===== src/rtl/reg_file_sb_pkg.sv =====
// reg_file_sb_pkg: address and count width helpers shared by the register file slice
package reg_file_sb_pkg;
    function automatic int clog2(input int n);
        int r = 0;
        while ((1 << r) < n) r++;
        return r;
    endfunction
    function automatic int aw_of(input int depth);
        return clog2(depth) > 1 ? clog2(depth) : 1;
    endfunction
    function automatic int cw_of(input int depth);
        return clog2(depth + 1);
    endfunction
endpackage


===== src/rtl/sb_pending.sv =====
// sb_pending: reservation scoreboard holding the pending bits, their running count and busy lookup
module sb_pending import reg_file_sb_pkg::*; #(
    parameter int DEPTH = 8,
    parameter bit ZERO_REG = 0,
    parameter bit BYPASS = 1,
    localparam int AW = aw_of(DEPTH),
    localparam int CW = cw_of(DEPTH)
) (
    input  logic          clock,
    input  logic          resetn,
    input  logic          write,
    input  logic [AW-1:0] waddr,
    input  logic          issue,
    input  logic [AW-1:0] iaddr,
    input  logic [AW-1:0] raddr_a,
    input  logic [AW-1:0] raddr_b,
    output logic          busy_a,
    output logic          busy_b,
    output logic [CW-1:0] pend_cnt
);
    localparam int N = 1 << AW;
    logic [N-1:0] pending, pend_nxt;
    logic set, clr, inc, dec;
    function automatic logic ok(input logic [AW-1:0] a);
        return int'(a) < DEPTH && !(ZERO_REG && a == '0);
    endfunction
    assign set = issue && ok(iaddr);
    assign clr = write && ok(waddr);
    // a same-address issue re-reserves, so the write does not retire a reservation then
    assign inc = set && !pending[iaddr];
    assign dec = clr && pending[waddr] && !(set && iaddr == waddr);
    always_comb begin
        pend_nxt = pending;
        if (clr) pend_nxt[waddr] = 1'b0;
        if (set) pend_nxt[iaddr] = 1'b1;
    end
    always_ff @(posedge clock) begin
        if (!resetn) begin
            pending  <= '0;
            pend_cnt <= '0;
        end else begin
            pending  <= pend_nxt;
            pend_cnt <= pend_cnt + CW'(inc) - CW'(dec);
        end
    end
    assign busy_a = pending[raddr_a] && !(BYPASS && write && waddr == raddr_a);
    assign busy_b = pending[raddr_b] && !(BYPASS && write && waddr == raddr_b);
endmodule


===== src/rtl/reg_file_sb.sv =====
// reg_file_sb: two-read one-write register file with write bypass and a reservation scoreboard
module reg_file_sb import reg_file_sb_pkg::*; #(
    parameter int WIDTH = 16,
    parameter int DEPTH = 8,
    parameter logic [WIDTH-1:0] INI = '0,
    parameter bit ZERO_REG = 0,
    parameter bit BYPASS = 1,
    localparam int AW = aw_of(DEPTH),
    localparam int CW = cw_of(DEPTH)
) (
    input  logic             clock,
    input  logic             resetn,
    input  logic [AW-1:0]    raddr_a,
    output logic [WIDTH-1:0] rdata_a,
    output logic             busy_a,
    input  logic [AW-1:0]    raddr_b,
    output logic [WIDTH-1:0] rdata_b,
    output logic             busy_b,
    input  logic             write,
    input  logic [AW-1:0]    waddr,
    input  logic [WIDTH-1:0] wdata,
    input  logic             issue,
    input  logic [AW-1:0]    iaddr,
    output logic [CW-1:0]    pend_cnt
);
    localparam int N = 1 << AW;
    logic [WIDTH-1:0] regs [N];
    function automatic logic ok(input logic [AW-1:0] a);
        return int'(a) < DEPTH && !(ZERO_REG && a == '0);
    endfunction
    always_ff @(posedge clock) begin
        if (!resetn) begin
            for (int i = 0; i < N; i++) regs[i] <= (ZERO_REG && i == 0) ? '0 : INI;
        end else if (write && ok(waddr)) begin
            regs[waddr] <= wdata;
        end
    end
    // unmapped and hardwired-zero addresses read 0 ahead of any bypass
    assign rdata_a = !ok(raddr_a) ? '0 : (BYPASS && write && waddr == raddr_a) ? wdata : regs[raddr_a];
    assign rdata_b = !ok(raddr_b) ? '0 : (BYPASS && write && waddr == raddr_b) ? wdata : regs[raddr_b];
    sb_pending #(.DEPTH(DEPTH), .ZERO_REG(ZERO_REG), .BYPASS(BYPASS)) u_pending (
        .clock(clock), .resetn(resetn), .write(write), .waddr(waddr), .issue(issue), .iaddr(iaddr),
        .raddr_a(raddr_a), .raddr_b(raddr_b), .busy_a(busy_a), .busy_b(busy_b), .pend_cnt(pend_cnt)
    );
endmodule


===== config.mk =====
export PLATFORM = sky130hd
export DESIGN_NAME = reg_file_sb
export DESIGN_NICKNAME = d
export VERILOG_FILES = /design/src/rtl/reg_file_sb_pkg.sv /design/src/rtl/sb_pending.sv /design/src/rtl/reg_file_sb.sv
export SDC_FILE = /design/constraint.sdc
export NUM_CORES = 1
export LEC_CHECK = 0
export CAP_MARGIN = 20
export CORE_MARGIN = 5
export CORE_UTILIZATION = 55
export DETAILED_ROUTE_END_ITERATION = 10
export HOLD_SLACK_MARGIN = 0.06
export PLACE_DENSITY = 0.79
export SKIP_CTS_REPAIR_TIMING = 1
export SYNTH_ARGS = -nofsm -noshare
export SYNTH_HDL_FRONTEND = slang
export SYNTH_SLANG_ARGS = --single-unit

===== constraint.sdc =====
create_clock -name clock -period 3.05 [get_ports clock]
set_input_delay 0.61 -clock clock [delete_from_list [all_inputs] [get_ports clock]]
set_output_delay 0.61 -clock clock [all_outputs]
set_load 0.1 [all_outputs]

==> run metrics, run 1 <==
final hold violation count 0; Worst Tran Pin Value 1080 ps; Critical Path RT 2440 ps; hold depth 2; CTS Buf Count 17; largest net degree at the start of global routing 36; CTS HTree Levels 4; Post-Syn Instances 569; CP Buf/Inv Count 5; fin crit period 2970 ps; Root Driver clkbuf_16; vias in the first global route 5927; HPWL after DPL 14250 um; FILL cells 869; Min-Delay Path Class reg -> reg; CTS tree yes; R2R depth 10; Post-Layout Inst Area 10390 um^2; chip height 132.0 um; area leader, netlist edfxtp_1; power share of the combinational group 0.289; Pleak 4.086 nW; Core Rows 44; vias post-DR 5573; area of the core 14590 um^2; CP most frequent cell buf_12; initial core utilization 0.5615; status complete, no violations; hold_sp u_pending.pending[3]; Hold EP u_pending.pending[3]; final worst path period share 0.9737; Routed wire per std cell 24.80 um; gr ovfl total 0; drt first pass iters 5; placed cell areas 9752 um^2; Reg-to-Reg Start u_pending.pending[6]; Clk pwr share 0.341; Seq pwr share 0.370; NumNets Final 712; die width 132.0 um; switching power total 1.964 mW; Mean Syn Cell Area 14.40 um^2; CP arrival 2360 ps; routability cong. 0.8958; Die Footprint 17430 um^2; initial antenna violation count 0; clock slew at reported path FFs 60 ps; Setup TNS 0 ps; first-pass GRT wire length 33510 um; top cell type's share of synthesized area 0.4692; IR drop worst, VDD 0.0007174 V; Startpoint Class input port; syn nets 606; crit-path max FO 24; final setup fails 0; sequential cell area fraction in the yosys report 0.4985; Max Root-Sink Buffers 2; clock latency on the worst-skew pair 410 ps; Worst R2R Setup Slack 780 ps; CTS Sinks 140; Tot GR Track Use 0.2524; Pwr per Cell Area 601.2 nW/um^2; reg2reg end u_pending.pend_cnt[2]; Vias/cell 6.391; Sw Share 0.3146; Top delay family on crit path buffers and inverters; # diodes 0; worst hold slack 542.0 ps; Distinct cells, synth 33; Cell Int Power 4.279 mW; maximum clock frequency 336.7 MHz; total number of yosys warnings 0; PortBufs 69; RSZ-0062 raised after global routing yes; Routed WL 21620 um; CP Cell Sequence clkdlybuf4s50_1, buf_12, xnor2_1, nand4_1, buf_12, buf_8, nor2_1, a21oi_2, buf_12; Setup Skew 1.101 ps; DRC errors left 0; mapped cell area 8192 um^2; max-slew violations 0; io pins 70; P&R area growth vs syn 26.79%; number of synthesized register bits 140; synth top area cells edfxtp_1, mux4_1, and2_1; Slowest-stage cell, CP clkdlybuf4s50_1; max_cap viols 0; antenna viol nets, final 0; Worst setup EP type output pin; initial DRC count 601; layout cell share with drive strength beyond 1 0.2282; critical path class in -> out; relative slew slack 0.2775; Largest stage delay, worst path 520 ps; overall power 6.244 mW
[worst min-delay path, cell delays in order, from the launching register on]
cell,delay [ps]
dfxtp_1,350
inv_1,70
o22ai_1,70
[stage by stage]
step	std cells	utilization	setup WS [ps]
after floorplan	569	-	-410.2
after global placement	840	0.6684	-52.20
after detailed placement	840	0.6684	-147.2
after CTS	872	0.7105	-97.12
after global routing	872	0.7119	-21.26
final	872	0.7119	80.21
[synth_stat cells]
cell	n
and2_1	132
edfxtp_1	128
mux4_1	62
nor2_1	41
mux2i_1	38
a21oi_1	35
inv_1	17
buf_2	13
dfxtp_1	12
xnor2_1	12
clkbuf_1	11
mux4_2	8
o22ai_1	7
buf_6	6
o21ai_0	6
nand2_1	5
buf_4	4
ha_1	4
nand2b_1	4
nand3_1	3
nand4_1	3
buf_12	2
buf_8	2
clkbuf_2	2
nor3_2	2
o31ai_1	2
o32ai_1	2
a211o_1	1
a21o_1	1
a31oi_1	1
fa_1	1
nand3b_1	1
nor2b_1	1
[cell usage in the layout, fill, tap and decap left out, types with 2 or more instances in the layout]
master	Yosys	routed
o32ai_1	2	2
nor3_2	2	2
nor2_2	0	2
clkinvlp_4	0	5
nand3_1	3	3
inv_1	17	17
a21oi_1	35	19
buf_2	13	2
edfxtp_1	128	128
clkdlybuf4s50_1	0	27
a21oi_2	0	16
o21ai_1	0	6
mux4_1	62	62
mux4_2	8	8
xnor2_1	12	12
buf_12	2	42
nor2_1	41	39
dfxtp_1	12	12
mux2i_1	38	38
buf_4	4	53
nand4_1	3	3
clkbuf_1	11	3
dlymetal6s2s_1	0	2
ha_1	4	4
o22ai_1	7	7
clkbuf_8	0	3
bufinv_16	0	3
and2_1	132	132
o31ai_2	0	2
clkbuf_16	0	17
nand2_1	5	5
nand2b_1	4	4
[worst max path at each step]
| stage | end | cells after the start | start |
|---|---|---|---|
| 2_1_floorplan | rdata_a[10] | 5 | raddr_a[2] |
| 3_3_place_gp | rdata_a[6] | 7 | waddr[1] |
| 6_report | rdata_b[3] | 9 | raddr_b[1] |
| 5_1_grt | rdata_b[3] | 8 | raddr_b[1] |
| 4_1_cts | rdata_b[3] | 9 | waddr[2] |
| 3_5_place_dp | u_pending.pend_cnt[2] | 13 | waddr[1] |
[cell type report]
| class | count | area (um^2) | area share |
|---|---|---|---|
| clock buffers | 23 | 478.0 | 0.04602 |
| clock inverters | 9 | 136.4 | 0.01313 |
| flip-flops and latches | 140 | 4084 | 0.3932 |
| multi-input cells | 372 | 3835 | 0.3692 |
| repair buffers | 127 | 1559 | 0.1501 |
| inverters | 17 | 63.81 | 0.006144 |
| well taps | 184 | 230.2 | 0.02217 |
[kinds of logic (layout without fill, tap and decap cells)]
| kind of cell | Yosys count | after routing | synth area share |
|---|---|---|---|
| fa+ha+maj | 5 | 5 | 0.008554 |
| buf+inv | 57 | 176 | 0.04246 |
| compound gates | 55 | 55 | 0.03712 |
| mux | 108 | 108 | 0.2673 |
| simple gates | 192 | 192 | 0.1332 |
| flops | 140 | 140 | 0.4985 |
| xor+xnor | 12 | 12 | 0.01283 |
[per-layer routing]
metal	GRT usage	up-vias	wire length (um)
met2	0.4351	323	11130
met4	0.09714	0	703
met3	0.05076	63	1819
met1	0.3147	2771	7965
met5	0	-	0
li1	-	2416	-
[registers in the layout, summed over array words and instances (netlist names)]
signal,flops
u_pending.pend_cnt,4
u_pending.pending,8
regs,128
[power by group through the flow]
stage	clock (mW)	sequential [mW]	combinational (mW)
finish	2.13	2.31	1.81
global route	2.23	2.32	1.87
CTS	2.14	2.31	1.81
detailed placement	0	2.34	1.80
global placement	0	2.33	1.78
floorplan	0	2.44	1.05
(Power assumes the default switching activity.)
==> run 2: changes to the inputs <==
--- a/config.mk
+++ b/config.mk
@@ -8,9 +8,10 @@
 export CAP_MARGIN = 20
 export CORE_MARGIN = 5
 export CORE_UTILIZATION = 55
+export CTS_CLUSTER_DIAMETER = 200
 export DETAILED_ROUTE_END_ITERATION = 10
 export HOLD_SLACK_MARGIN = 0.06
-export PLACE_DENSITY = 0.79
+export PLACE_DENSITY = 0.76
 export SKIP_CTS_REPAIR_TIMING = 1
 export SYNTH_ARGS = -nofsm -noshare
 export SYNTH_HDL_FRONTEND = slang
==> run 2 against run 1 <==
  * Clock-buffer cell count fell by 6
  * Combinational power barely moved
  * Die area did not move
  * Worst setup slack got worse by 29 ps
  * Non-clock buffer count fell by 3
  * Cell area rose by 1.5%
  * Sequential cell count did not move
  * Total power rose by 1.8%
  * First-iteration DRC count fell by 12%
  * Clock power rose by 4%
  * Register-to-register slack barely moved
  * Final cell count fell by 0.46%
  * Critical path type unchanged
  * Critical endpoint is now rdata_a[12]
==> run metrics, run 2 (synthesis gave the netlist of run 1 again) <==
Vias/cell 6.370 (was 6.391); clock latency on the worst-skew pair 420 ps (was 410 ps); hold_sp u_pending.pending[1] (was u_pending.pending[3]); worst hold slack 544.9 ps (was 542.0 ps); first-pass GRT wire length 33690 um (was 33510 um); Die Footprint 17430 um^2 (unchanged); Core Rows 44 (unchanged); Post-Layout Inst Area 10540 um^2 (was 10390 um^2); die width 132.0 um (unchanged); HPWL after DPL 14390 um (was 14250 um); area occupied by multi-input gates 3930 um^2 (was 3835 um^2); Pwr per Cell Area 602.9 nW/um^2 (was 601.2 nW/um^2); layout cell share with drive strength beyond 1 0.2544 (was 0.2282); final setup fails 0 (unchanged); drt first pass iters 5 (unchanged); Critical Path RT 2440 ps (about the same); final worst path period share 0.9832 (was 0.9737); R2R depth 10 (unchanged); largest net degree at the start of global routing 36 (unchanged); Worst setup EP type output pin (unchanged); Routed wire per std cell 25.67 um (was 24.80 um); io pins 70 (unchanged); initial antenna violation count 1 (was 0); FF+latch area 4084 um^2 (unchanged); relative slew slack 0.3894 (was 0.2775); maximum clock frequency 333.5 MHz (was 336.7 MHz); antenna viol nets, final 0 (unchanged); critical path class in -> out (unchanged); CTS HTree Levels 4 (unchanged); NumNets Final 709 (was 712); Clk pwr share 0.348 (was 0.341); initial core utilization 0.5615 (unchanged); DRC errors left 0 (unchanged); overall power 6.355 mW (was 6.244 mW); vias post-DR 5529 (was 5573); clock slew at reported path FFs 60 ps (about the same); fin util 0.7225 (was 0.7119); Seq pwr share 0.364 (was 0.370); Startpoint Class input port (unchanged); crit-path max FO 16 (was 24); biggest regs regs (128), u_pending.pending (8), u_pending.pend_cnt (4) (unchanged); P&R area growth vs syn 28.67% (was 26.79%); RSZ-0062 raised after global routing yes (unchanged); Pleak 4.144 nW (was 4.086 nW); Max Root-Sink Buffers 2 (unchanged); IR drop worst, VDD 0.0006079 V (was 0.0007174 V); Largest register FFs 128 (unchanged); max_cap viols 0 (unchanged); CTS Buf Count 17 (unchanged); final hold violation count 0 (unchanged); # diodes 0 (unchanged); chip height 132.0 um (unchanged); routability cong. 0.9257 (was 0.8958); gr ovfl total 0 (unchanged); Root Driver clkbuf_16 (unchanged); Worst R2R Setup Slack 780 ps (about the same); reg2reg end u_pending.pend_cnt[2] (unchanged); crit path from waddr[2] (was raddr_b[1]); status complete, no violations (unchanged); CTS Sinks 140 (unchanged); CTS tree yes (unchanged); placed cell areas 9777 um^2 (was 9752 um^2); vias in the first global route 5815 (was 5927); Largest Register regs (unchanged); Reg-to-Reg Start u_pending.pending[2] (was u_pending.pending[6]); area of the core 14590 um^2 (unchanged); commonest non-fill, non-tap cell in the layout and2_1 (unchanged); max-slew violations 0 (unchanged); CP arrival 2390 ps (was 2360 ps); Routed WL 22280 um (was 21620 um); FILL cells 898 (was 869); PortBufs 69 (unchanged); Min-Delay Path Class reg -> reg (unchanged); crit path to rdata_a[12] (was rdata_b[3]); Worst Tran Pin Value 912.6 ps (was 1080 ps); Sw Share 0.3123 (was 0.3146); switching power total 1.985 mW (was 1.964 mW); most frequent cells in the layout and2_1, edfxtp_1, mux4_1, buf_12, buf_4 (was and2_1, edfxtp_1, mux4_1, buf_4, buf_12); power share of the combinational group 0.288 (was 0.289); initial DRC count 527 (was 601); fin crit period 2999 ps (was 2970 ps); Setup Skew 1.935 ps (was 1.101 ps); Tot GR Track Use 0.2552 (was 0.2524); Cell Int Power 4.370 mW (was 4.279 mW)
run 2: cell types whose count changed in the layout (fill, tap and decap cells not counted), moves of 3 or more:
cell	delta
clkbuf_1	-3
clkbuf_8	-3
a21oi_1	-11
clkinv_2	+4
clkinvlp_4	-3
o21ai_1	-6
buf_6	+3
o21ai_2	+6
buf_12	+3
buf_4	-10
a21oi_2	+11
run 2: worst max-delay path, stage by stage:
cell             delay, ps
clkdlybuf4s50_1        410
buf_6                  130
buf_4                  150
xnor2_2                130
nand4_1                110
buf_6                  130
clkbuf_16              190
nor2_1                  50
a21oi_1                250
buf_12                 220
run 2: power groups by stage:
stage	sequential, mW	clock [mW]	combinational [mW]
after floorplan	2.44	0	1.05
after CTS	2.31	2.22	1.81
after detailed placement	2.35	0	1.80
after global placement	2.33	0	1.77
after global routing	2.32	2.33	1.90
final	2.31	2.21	1.83
run 2: how the worst min path moves through the flow:
stage | to | slack [ps] | cells past startpoint
after detailed placement | u_pending.pending[1] | 530 | 2
after global placement | u_pending.pending[1] | 500 | 2
after global routing | u_pending.pending[1] | 560 | 2
after CTS | u_pending.pending[1] | 530 | 2
final | u_pending.pending[1] | 540 | 2
after floorplan | u_pending.pending[1] | 460 | 2
run 2: routing by layer:
layer  up-vias  part of all wire  track usage
met5         -           0.00058            0
met4         2             0.026      0.09257
met3        44             0.072      0.05191
met2       269              0.52       0.4391
met1      2795              0.38       0.3209
li1       2419                 -            -
run 2: per-stage QoR:
| step | setup TNS (ps) | std cells | setup WS, ps |
|---|---|---|---|
| after floorplan | -7336 | 569 | -410.2 |
| after global placement | -5.617 | 831 | -5.617 |
| after detailed placement | -410.0 | 832 | -89.19 |
| after CTS | -221.8 | 863 | -66.58 |
| after global routing | -35.83 | 868 | -17.65 |
| final | 0 | 868 | 51.14 |
run 2: area by class of cell:
cell class	instances	area share
multi-input cells	372	0.3729
clock inverters	14	0.01911
repair buffers	124	0.1523
flip-flops and latches	140	0.3875
well taps	184	0.02184
inverters	17	0.006054
clock buffers	17	0.04036
==> edit: new RTL, flow settings as in run 1 <==
`ZERO_REG` is set to 0 in 2 places; all go to 1.
--- a/src/rtl/sb_pending.sv
+++ b/src/rtl/sb_pending.sv
@@ -2,5 +2,5 @@
 module sb_pending import reg_file_sb_pkg::*; #(
     parameter int DEPTH = 8,
-    parameter bit ZERO_REG = 0,
+    parameter bit ZERO_REG = 1,
     parameter bit BYPASS = 1,
     localparam int AW = aw_of(DEPTH),
--- a/src/rtl/reg_file_sb.sv
+++ b/src/rtl/reg_file_sb.sv
@@ -4,5 +4,5 @@
     parameter int DEPTH = 8,
     parameter logic [WIDTH-1:0] INI = '0,
-    parameter bit ZERO_REG = 0,
+    parameter bit ZERO_REG = 1,
     parameter bit BYPASS = 1,
     localparam int AW = aw_of(DEPTH),
Function: changed (Yosys sat finds a counterexample within 4 cycles, from zero or initial values and one cycle with resetn low).
==> edit against run 1 <==
Wire length increased by 3.4%. Die area shrank 2.1%. Power shrank 2.2%. Worst setup slack got worse by 0.057 ns. Sequential cell count did not move. Cell area up 2.6%. Synthesized area decreased by 2.2%.
==> edit: results <==
{
  "yosysSeqAreaShare_pct": 51.0,
  "vdd_drop_max_mv": 0.416,
  "dp_hpwl_um": 13700,
  "drive_gt1_share_pct": 35.9,
  "first_global_vias": 5891,
  "outcome": "finished clean",
  "stdcell_count": 885,
  "htree_levels": 4,
  "path_clk_slew_ns": 0.06,
  "setup_viol": 0,
  "num_antenna_cells": 0,
  "synth-edff-count": 128,
  "nets": 725,
  "first_iter_violations": 597,
  "numCtsBuffers": 17,
  "nFillCells": 862,
  "grt_pass1_wl_um": 32600,
  "place_inst": 846,
  "place_congestion": 0.893,
  "wl_per_cell_um": 25.3,
  "ys_top_cells_by_area": "edfxtp_1 48%, mux4_2 17%, and2_1 9.1%",
  "clock_path_buffers": 2,
  "viasPerCell": 6.40,
  "finClkSkew_ns": 0.00399,
  "grt_max_degree": 25,
  "worstSkewPairLatency_ns": 0.42,
  "largestRegisters": "regs (128), u_pending.pending (8), u_pending.pend_cnt (4)",
  "yosys-top-cells-count": "128 x edfxtp_1, 117 x and2_1, 62 x mux4_2, 40 x nor2_1",
  "track_usage_pct": 26.3,
  "p_leak_nw": 4.04,
  "critPathMaxFanout": 11,
  "portBuffers": 69,
  "slew_headroom_pct": 43.6,
  "worstPathArrival_ns": 2.42,
  "post_synth_num_cell_types": 41,
  "syn_inst": 558,
  "hp-class": "flip-flop to flip-flop"
}
## edit: changes by cell type after synthesis, moves of 5 or more
| cell | delta |
|---|---|
| mux4_1 | -54 |
| mux4_2 | +54 |
| a211oi_1 | +34 |
| a21oi_1 | -34 |
| and2_1 | -15 |
| clkbuf_1 | -5 |
| xnor2_1 | -5 |
## edit: through the flow
stage               setup slack [ns]  setup TNS, ns  cell area, µm²  util, %
floorplan                     -0.204          -4.57            8290        -
global placement              -0.285         -0.749            9880     68.5
detailed placement            -0.354          -1.41            9880     68.5
CTS                           -0.103         -0.597           10400     72.4
global route                 -0.0177        -0.0295           10700     73.9
finish                        0.0230              0           10700     73.9
## edit: cell type report
class | instances | area (µm²) | share of cell area (%)
well taps | 184 | 230 | 2.16
multi-input cells | 375 | 3980 | 37.3
inverters | 16 | 60.1 | 0.563
flip-flops and latches | 140 | 4080 | 38.3
clock inverters | 13 | 82.6 | 0.775
clock buffers | 19 | 475 | 4.46
repair buffers | 138 | 1750 | 16.4
## edit: logic make-up (layout without fill, tap and decap cells)
family / after synthesis / after routing / share of synthesized area (%)
compound gates: 54 / 54 / 4.84
flops: 140 / 140 / 51.0
fa+ha+maj: 5 / 5 / 0.875
xor+xnor: 10 / 10 / 1.09
buf+inv: 58 / 186 / 4.22
simple gates: 183 / 183 / 13.2
mux: 107 / 107 / 24.7
other cells: 1 / 16 / 0.0468
## edit: per-layer routing
| layer | global-route usage [%] | wire length [µm] | up-vias |
|---|---|---|---|
| met2 | 43.9 | 11400 | 366 |
| met3 | 5.85 | 2100 | 62 |
| met1 | 33.5 | 8140 | 2844 |
| met5 | 0 | 0 | - |
| met4 | 10.8 | 763 | 0 |
| li1 | - | - | 2393 |
## edit: critical path, cell delays in order
cell             delay, ns
clkdlybuf4s50_1       0.50
buf_12                0.17
buf_4                 0.20
mux4_2                0.30
mux2i_1               0.31
a211oi_4              0.12
buf_12                0.18
## edit: path summary, 6_finish.rpt
| path | startpoint | end | slack (ns) | cells past startpoint |
|---|---|---|---|---|
| hold reg to reg | u_pending.pending[0] | u_pending.pending[0] | 0.50 | 1 |
| setup / recovery | raddr_b[2] | rdata_b[11] | 0.02 | 7 |
| hold / removal | u_pending.pending[0] | u_pending.pending[0] | 0.50 | 1 |
| setup reg to reg | u_pending.pending[6] | u_pending.pend_cnt[2] | 0.52 | 11 |
## edit: report_power, final
group          switching [mW]  internal, mW
Combinational            1.11         0.741
Clock                   0.804          1.14
Sequential             0.0772          2.24
Total                    1.99          4.11
